<file path="config.mk">
export PLATFORM = sky130hd
export DESIGN_NAME = mux_arbiter
export DESIGN_NICKNAME = d
export VERILOG_FILES = /design/src/rtl/mux_arb_pkg.sv /design/src/rtl/mux2_nbit.sv /design/src/rtl/mux_arbiter.sv
export SDC_FILE = /design/constraint.sdc
export NUM_CORES = 1
export LEC_CHECK = 0
export ABC_AREA = 0
export BUFFER_PORTS_ARGS = -buffer_cell sky130_fd_sc_hd__clkbuf_2
export CELL_PAD_IN_SITES_DETAIL_PLACEMENT = 0
export CELL_PAD_IN_SITES_GLOBAL_PLACEMENT = 1
export CORE_AREA = 2 2 39 41
export CTS_BUF_LIST = sky130_fd_sc_hd__clkbuf_8
export DETAILED_ROUTE_END_ITERATION = 6
export DIE_AREA = 0 0 41 43
export PLACE_DENSITY_LB_ADDON = 0.08
export SYNTH_ARGS = -nofsm -noshare
export SYNTH_HDL_FRONTEND = slang
export SYNTH_SLANG_ARGS = --single-unit
</file>
<file path="constraint.sdc">
create_clock -name Clock -period 3.7 [get_ports Clock]
set_clock_uncertainty 0.15 [all_clocks]
set_input_delay 0.185 -clock Clock [delete_from_list [all_inputs] [get_ports Clock]]
set_output_delay 0.185 -clock Clock [all_outputs]
set_load 0.005 [all_outputs]
</file>
<file path="src/rtl/mux_arb_pkg.sv">
// mux_arb_pkg: shared arbiter state encoding and the side identifiers used for the round-robin last flag.
package mux_arb_pkg;
  typedef enum logic [1:0] {IDLE = 2'b00, GX = 2'b01, GY = 2'b10} state_e;
  localparam logic SIDE_X = 1'b0;
  localparam logic SIDE_Y = 1'b1;
endpackage

</file>
<file path="src/rtl/mux2_nbit.sv">
// mux2_nbit: N-bit 2-to-1 AND-OR select, s=0 picks X, s=1 picks Y.
module mux2_nbit #(
  parameter int N = 4
) (
  input  logic         s,
  input  logic [N-1:0] X,
  input  logic [N-1:0] Y,
  output logic [N-1:0] M
);
  for (genvar i = 0; i < N; i++) begin : g_bit
    assign M[i] = (~s & X[i]) | (s & Y[i]);
  end
endmodule

</file>
<file path="src/rtl/mux_arbiter.sv">
// mux_arbiter: two-requester round-robin arbiter with a bounded hold that owns the select of a shared N-bit mux.
module mux_arbiter
  import mux_arb_pkg::*;
#(
  parameter int N        = 4,
  parameter int MAX_HOLD = 4
) (
  input  logic         Clock,
  input  logic         Resetn,
  input  logic         req_x,
  input  logic         req_y,
  input  logic [N-1:0] X,
  input  logic [N-1:0] Y,
  output logic         gnt_x,
  output logic         gnt_y,
  output logic         s,
  output logic [N-1:0] M,
  output logic         valid
);
  localparam int CW = (MAX_HOLD > 1) ? $clog2(MAX_HOLD) : 1;
  localparam logic [CW-1:0] HOLD_LIM = CW'(MAX_HOLD - 1);
  state_e        state_q, state_d;
  logic [CW-1:0] cnt_q, cnt_d;
  logic          last_q, last_d;
  logic [N-1:0]  mux_m;
  always_ff @(posedge Clock or negedge Resetn) begin
    if (!Resetn) begin
      state_q <= IDLE;
      cnt_q   <= '0;
      last_q  <= SIDE_Y;
    end else begin
      state_q <= state_d;
      cnt_q   <= cnt_d;
      last_q  <= last_d;
    end
  end
  // On release the other side wins if it is asking, so ownership hands over without an idle bubble.
  always_comb begin
    state_d = state_q;
    cnt_d   = cnt_q;
    last_d  = last_q;
    case (state_q)
      IDLE: state_d = (req_x && (!req_y || last_q == SIDE_Y)) ? GX : req_y ? GY : IDLE;
      GX: begin
        if (req_x && cnt_q < HOLD_LIM) cnt_d = cnt_q + CW'(1);
        else begin
          last_d  = SIDE_X;
          cnt_d   = '0;
          state_d = req_y ? GY : req_x ? GX : IDLE;
        end
      end
      GY: begin
        if (req_y && cnt_q < HOLD_LIM) cnt_d = cnt_q + CW'(1);
        else begin
          last_d  = SIDE_Y;
          cnt_d   = '0;
          state_d = req_x ? GX : req_y ? GY : IDLE;
        end
      end
      default: state_d = IDLE;
    endcase
  end
  assign gnt_x = (state_q == GX);
  assign gnt_y = (state_q == GY);
  assign s     = gnt_y;
  assign valid = gnt_x | gnt_y;
  mux2_nbit #(.N(N)) u_mux (.s(s), .X(X), .Y(Y), .M(mux_m));
  assign M = {N{valid}} & mux_m;
endmodule

</file>
Word level (Yosys, flattened, before mapping) --
Index checks and enable logic that the tools add are counted.
Operators by class: add/subtract/negate cells 1, mux-type cells 14, equality and inequality tests 4, reduce and logical (&&, ||, !) cells 9, bitwise operators 15, magnitude comparators 1
Operators by type and width (number):
- $mux W2 | 8
- $and A1 B1 Y1 | 8
- $pmux W2 S3 | 1
- $or A1 B1 Y1 | 5
- $and A4 B4 Y4 | 1
- $ne A2 B2 Y1 const B | 2
- $pmux W2 S2 | 1
- $logic_and A1 B1 Y1 | 3
- $mux W1 | 3
- $reduce_and A3 Y1 | 1
- $add A2 B1 Y2 const B | 1
- $eq A2 B1 Y1 const B | 1
- $eq A2 B2 Y1 const B | 1
- $logic_not A2 Y1 | 1
- $lt A2 B2 Y1 const B | 1
- $pmux W1 S2 | 1
- $reduce_and A2 Y1 | 1
- $reduce_bool A2 Y1 | 1
- $logic_not A1 Y1 | 1
- $logic_or A1 B1 Y1 | 1
- $not A1 Y1 | 1
Storage, ports and cells: register bits 5, logic and storage cells 47

Logic depth before layout (Yosys ltp) --
Gate-level depths: netlist of run 1.
depth in word-level cells 5, mapped depth 6

Modules after synthesis --
A second synthesis of run 1 with hierarchy kept.
Second synthesis, totals: cell total of the unflattened synthesis 46, area total of the unflattened synthesis 460.4 um^2
Modules (own cells, without submodules):
- mux_arbiter | seq. area each 126.4 um^2, cells each 42, area an instance 415.4 um^2, times used 1
- mux2_nbit | seq. area each 0.0 um^2, cells each 4, area an instance 45.0 um^2, times used 1

Least setup slack after synthesis of run 1 --
OpenSTA, ideal clock, no wires.
path type register -> register, start reg state_q[0], end reg state_q[0], data required time 3.422 ns, cell stages (with the launch flop) 7, arrival 1.392 ns, setup slack 2.030 ns, cells stage by stage dfrtp_1 inv_1 ha_1 buf_6 a22oi_2 nor2_2 mux2_1
On the way: longest elaborated chain between the ends 3
RTL lines:
- start, declared | RTL line mux_arbiter.sv:22 | state_e state_q, state_d;
- start signal, assigned | RTL line mux_arbiter.sv:32 | state_q <= state_d;
- $eq A2 B2 Y1 (*)
- net gnt_y | RTL line mux_arbiter.sv:15 | output logic gnt_y,
- $ne A2 B2 Y1 (no source line)
- $reduce_and A2 Y1 (no source line)
Mark *: on every way through the listed nets, which the timed path passes. The rest lies on a longest branch. A chain may end at the register's enable or synchronous reset.

Final worst setup path of run 1 --
start reg state_q[0], end out M[0]
On the way: longest elaborated chain between the ends 5
RTL lines:
- $eq A2 B2 Y1 | RTL line mux_arbiter.sv:64 | assign gnt_y = (state_q == GY);
- $not A1 Y1 | RTL line mux2_nbit.sv:11 | assign M[i] = (~s & X[i]) | (s & Y[i]);
- $and A1 B1 Y1 | RTL line mux2_nbit.sv:11
- $or A1 B1 Y1 | RTL line mux2_nbit.sv:11
- $and A4 B4 Y4 (*) | RTL line mux_arbiter.sv:68 | assign M = {N{valid}} & mux_m;
- end, declared | RTL line mux_arbiter.sv:17 | output logic [N-1:0] M,
Every way passes the cells marked *; elsewhere a longest branch is shown, timed or not.

==> flow_metrics.py, run 1 <==
metrics = {
    "status": {
        "status": "completed",
    },
    "sta": {
        "tightest_slew_ns": 0.5431,
        "slew_headroom_pct": 63.80,
        "clock.fmax_mhz": 502.3,
        "hold_viol": 0,
        "period_minus_slack_ns": 1.991,
        "setup_violations": 0,
        "rsz0062_at_grt": "false",
        "finalCritPeriodShare_pct": 53.81,
        "fin_tns_setup_ns": 0,
        "drv_slew": 0,
    },
    "routing": {
        "wire_per_inst_um": 10.90,
        "top_layer": "met3",
        "wl_met2_um": 457,
        "wl_met3_um": 13,
        "routed_wl_um": 905,
        "route.vias.total": 376,
        "drt_first_pass_iters": 1,
        "met1Wirelength_um": 434,
        "vias_per_cell": 4.530,
        "drc": 0,
        "ant_nets": 0,
        "drt_iter0_drc": 0,
    },
    "critical_path": {
        "critical_path_arrival_ns": 1.66,
        "endpoint_kind": "output pin",
        "r2r-start": "state_q[0]",
        "critPathKind": "register to output pin",
        "regToRegSetupSlack_ns": 1.73,
        "r2r_cells": 5,
        "timing.rr.end": "state_q[0]",
        "cp-start-kind": "register",
        "cp_data_required_time_ns": 3.37,
        "startpoint": "state_q[0]",
        "worst-path-max-fanout": 12,
    },
    "worst_hold_path": {
        "hold_class": "input pin to asynchronous set/reset pin",
    },
    "synthesis": {
        "syn_inst": 45,
        "async_reset_ff_share_pct": 100.0,
        "syn_avg_cell_area_um2": 10.68,
        "synth_flop_cell": "dfrtp_1",
        "synth_edf_count": 0,
        "ys_seq_elements": 5,
        "seq_area_frac_synth_pct": 26.30,
        "synth_nets": 63,
        "yosysWarnings": 0,
        "netlist_area_um2": 480.5,
        "synth.distinct_cells": 22,
    },
    "global_route": {
        "grt_util_all_layers_pct": 12.96,
        "grt_max_degree": 13,
        "grt_pass1_wl_um": 1490,
        "grt_overflow": 0,
        "grt_pass1_vias": 381,
        "antenna_found_initial": 0,
    },
    "pwr": {
        "leakagePower_uw": 0.0003121,
        "p_per_area_mw_per_mm2": 749.0,
        "ir_drop_v": 0.0003907,
    },
    "clock_network": {
        "cts_resized": 0,
        "tritoncts": "done",
        "clockRootBuffer": "clkbuf_8",
        "cts_buffers": 3,
        "cts.clk_slew.worst_paths_ns": 0.03,
        "clock-sinks": 5,
        "clk_latency_ns": 0.22,
        "htreeDepth": 1,
        "cts_max_path_buffers": 2,
    },
    "layout": {
        "antenna_cells": 0,
        "seqCellArea_um2": 126.4,
        "utilization_pct": 45.66,
        "final_nets": 86,
        "drive_gt1_share_pct": 44.78,
        "synthToLayoutAreaGrowth_pct": 31.51,
        "fillers": 144,
        "multi_input_area_um2": 312.8,
    },
    "die": {
        "core_mm2": 0.001384,
        "dieArea_mm2": 0.001763,
        "row_count": 14,
        "die_w_um": 41,
        "io_pins": 20,
        "die_y_um": 43,
        "start_util_pct": 34.72,
    },
    "flow_run": {
        "cap_violations": 0,
    },
    "place": {
        "portBuffers": 19,
        "gp_congestion": 0.6690,
        "hpwl_um": 796.4,
    },
}
## how the worst max path moves through the flow
stage / to / slack, ns / cells after the start
final: M[0] / 1.71 / 5
after floorplan: state_q[0] / 2.03 / 6
after global placement: state_q[0] / 1.75 / 5
after global routing: M[0] / 1.54 / 5
after detailed placement: state_q[0] / 1.71 / 5
after CTS: M[0] / 1.68 / 5
## cell usage in the layout, fill, tap and decap left out, drive strengths merged, types with 2 or more instances in the layout
master / netlist / final
clkbuf: 0 / 22
inv: 6 / 7
mux2i: 6 / 6
ha: 6 / 6
nor2b: 5 / 5
dfrtp: 4 / 4
nor2: 2 / 2
mux2: 2 / 2
## area by class of cell
type / instances / area share, %
Clock buffer: 3 / 6.535
Sequential cell: 5 / 20.00
Multi-Input combinational cell: 32 / 49.50
Inverter: 6 / 3.564
Tap cell: 16 / 3.168
Timing Repair Buffer: 20 / 16.63
Clock inverter: 1 / 0.5941
## cells in the mapped netlist, types with 2 or more instances
| cell | n | share of area (%) |
|---|---|---|
| mux2i_1 | 6 | 13 |
| inv_1 | 6 | 4.7 |
| ha_1 | 6 | 16 |
| nor2b_1 | 5 | 6.5 |
| nor2_2 | 2 | 2.6 |
| dfrtp_1 | 4 | 21 |
## timing repair
item | in CTS | in global routing
buffers inserted | 0 | 0
endpoints found under the setup margin | 0 | 0
endpoints found under the hold margin | 5 | 0
hold buffers | 1 | 0
## metrics by stage
stage	hold WS, ns	instance area [µm²]	power, µW	setup WS (ns)	cells
4_1_cts	0.1570	631.9	485.5	1.685	83
5_1_grt	0.1808	631.9	519.2	1.544	83
6_report	0.1607	631.9	473.2	1.709	83
3_5_place_dp	-0.1472	576.8	386.9	1.708	78
2_1_floorplan	-0.2606	480.5	313.9	2.030	45
3_3_place_gp	-0.1436	576.8	385.2	1.752	78
## worst max-delay path: stages, from the launching register on
cell and delay (ns):
dfrtp_1 0.41, inv_1 0.10, ha_1 0.50, mux2i_1 0.26
nor2b_1 0.06, clkbuf_2 0.11
## per-layer routing
| metal | up-vias | global-route usage, % |
|---|---|---|
| met3 | 0 | 3.141 |
| li1 | 199 | - |
| met5 | - | 0 |
| met1 | 171 | 15.84 |
| met2 | 6 | 18.44 |
| met4 | 0 | 10.00 |
## state kept, by name, indices dropped and copies added (netlist names)
signal and count:
last_q 1, state_q 2, cnt_q 2
## where the power goes
group	total, µW	internal, µW	switching [µW]
clock network	94.6	70.8	23.8
logic	275	140	135
registers	103	83.2	20.3
## kinds of logic (layout without fill, tap and decap cells)
family / after synthesis / after routing / synth area share (%)
flops: 5 / 5 / 26.30
fa+ha+maj: 6 / 6 / 15.62
simple gates: 11 / 11 / 15.36
mux: 8 / 8 / 17.19
compound gates: 7 / 7 / 16.93
buf+inv: 8 / 30 / 8.594
No activity file was read; power rests on OpenSTA's default activity.
==> run 2: changes to the inputs <==
--- a/config.mk
+++ b/config.mk
@@ -9,10 +9,10 @@
 export BUFFER_PORTS_ARGS = -buffer_cell sky130_fd_sc_hd__clkbuf_2
 export CELL_PAD_IN_SITES_DETAIL_PLACEMENT = 0
 export CELL_PAD_IN_SITES_GLOBAL_PLACEMENT = 1
-export CORE_AREA = 2 2 39 41
+export CORE_AREA = 2 2 42 44
 export CTS_BUF_LIST = sky130_fd_sc_hd__clkbuf_8
 export DETAILED_ROUTE_END_ITERATION = 6
-export DIE_AREA = 0 0 41 43
+export DIE_AREA = 0 0 44 46
 export PLACE_DENSITY_LB_ADDON = 0.08
 export SYNTH_ARGS = -nofsm -noshare
 export SYNTH_HDL_FRONTEND = slang
==> constraint.sdc (replaced) <==
create_clock -name Clock -period 1.8 [get_ports Clock]
set_clock_uncertainty 0.15 [all_clocks]
set_input_delay 0.09 -clock Clock [delete_from_list [all_inputs] [get_ports Clock]]
set_output_delay 0.09 -clock Clock [all_outputs]
set_load 0.005 [all_outputs]
==> flow_metrics.py, run 2 (synthesized netlist as in run 1, its figures left out) <==
metrics = {
    "die": {
        "dieArea_mm2": 0.002024,
        "io_pins": 20,
        "start_util_pct": 29.77,
        "die_w_um": 44,
        "core_mm2": 0.001614,
        "row_count": 15,
        "die_y_um": 46,
    },
    "routing": {
        "vias_per_cell": 4.793,
        "ant_nets": 0,
        "drt_iter0_drc": 2,
        "drt_first_pass_iters": 2,
        "wire_per_inst_um": 11.91,
        "routed_wl_um": 1036,
        "route.vias.total": 417,
        "drc": 0,
    },
    "pwr": {
        "leakagePower_uw": 0.0003284,
        "p_per_area_mw_per_mm2": 1600,
        "ir_drop_v": 0.0006962,
    },
    "critical_path": {
        "crit_buf_inv": 3,
        "crit_end": "M[0]",
        "r2r-start": "state_q[1]",
        "path_cells": "inv_2 -> ha_4 -> buf_4 -> mux2i_1 -> nor2b_1 -> clkbuf_2",
        "slowest_stage": "dfrtp_1",
        "worst-path-max-fanout": 8,
        "critical_path_arrival_ns": 1.43,
        "cp_data_required_time_ns": 1.56,
        "cp_slowest_stage_delay_ns": 0.38,
        "cpLargestDelayFamily": "flip-flops",
        "cp-start-kind": "register",
        "critPathKind": "register to output pin",
        "r2r_cells": 5,
        "endpoint_kind": "output pin",
        "startpoint": "state_q[0]",
        "cp.depth": 6,
        "regToRegSetupSlack_ns": 0.19,
        "timing.rr.end": "state_q[0]",
    },
    "status": {
        "status": "completed",
    },
    "flow_run": {
        "cap_violations": 0,
    },
    "sta": {
        "finalCritPeriodShare_pct": 92.91,
        "fin_tns_setup_ns": 0,
        "setup_violations": 0,
        "tightest_slew_ns": 0.2620,
        "hold_viol": 0,
        "clock.fmax_mhz": 598.0,
        "drv_slew": 0,
        "rsz0062_at_grt": "false",
        "setup_ws_ns": 0.1277,
        "slew_headroom_pct": 82.26,
        "period_minus_slack_ns": 1.672,
    },
    "clock_network": {
        "clockRootBuffer": "clkbuf_8",
        "cts.clk_slew.worst_paths_ns": 0.04,
        "cts_buffers": 3,
        "clock-sinks": 5,
        "tritoncts": "done",
        "cts_max_path_buffers": 2,
        "post-cts-setup-buffers": 0,
        "clk_latency_ns": 0.22,
        "htreeDepth": 1,
    },
    "layout": {
        "final_cell_mix": "19 x clkbuf_2, 6 x mux2i_1, 6 x inv_1",
        "drive_gt1_share_pct": 51.43,
        "final_nets": 89,
        "fillers": 158,
        "fin_cells": 87,
        "antenna_cells": 0,
        "final_common_cell": "clkbuf_2",
        "multi_input_area_um2": 337.8,
        "top_regs": "cnt_q x2, state_q x2, last_q x1",
        "synthToLayoutAreaGrowth_pct": 41.67,
        "seqCellArea_um2": 126.4,
    },
    "worst_hold_path": {
        "hold_class": "input pin to asynchronous set/reset pin",
    },
    "global_route": {
        "grt_overflow": 0,
        "grt_max_degree": 9,
        "grt_pass1_wl_um": 1683,
        "antenna_found_initial": 0,
        "grt_pass1_vias": 373,
        "grt_util_all_layers_pct": 11.80,
    },
    "place": {
        "pre_cts_ws_ns": 0.1098,
        "dp_cells": 82,
        "portBuffers": 19,
        "gp_congestion": 0.7230,
        "hpwl_um": 879.3,
    },
}
## run 2: final cells by class
cell class              count  share of cell area, %
clock buffers               3                  6.066
clock inverters             1                 0.5515
inverters                   6                  3.309
multi-input cells          32                  49.63
flip-flops and latches      5                  18.57
well taps                  17                  3.125
repair buffers             23                  18.75
## run 2: repair_timing
action                     in CTS  in global routing
hold buffers                    1                  0
hold endpoints to repair        5                  0
setup endpoints to repair       4                  4
resized for setup               1                  4
cloned                          0                  0
## run 2: metal layers
layer  wire (µm)  global-route usage, %
met2         516                  19.71
met1         441                  14.29
met5           0                      0
met3          78                  2.778
met4           0                  5.455
## run 2: stage by stage
| step | total power [µW] | hold slack [ns] | cell area [µm²] | util [%] |
|---|---|---|---|---|
| floorplan | 645.2 | -0.3556 | 480.5 | - |
| global placement | 839.5 | -0.2275 | 600.6 | 37.21 |
| detailed placement | 833.3 | -0.2264 | 600.6 | 37.21 |
| CTS | 1051 | 0.07436 | 658.1 | 40.78 |
| global route | 1186 | 0.09222 | 680.7 | 42.17 |
| finish | 1089 | 0.07266 | 680.7 | 42.17 |
## run 2: worst min-delay path by stage
stage	from	end	slack, ns	cells after the start
detailed placement	Resetn	cnt_q[1]	-0.23	1
global route	Resetn	cnt_q[1]	0.09	2
floorplan	Resetn	cnt_q[0]	-0.36	0
finish	Resetn	cnt_q[1]	0.07	2
CTS	Resetn	cnt_q[1]	0.07	2
global placement	Resetn	state_q[0]	-0.23	1
## run 2: power by group
part	total, µW	internal [µW]	switching (µW)
combinational	674	363	311
sequential	213	171	42.0
clock	203	146	56.3
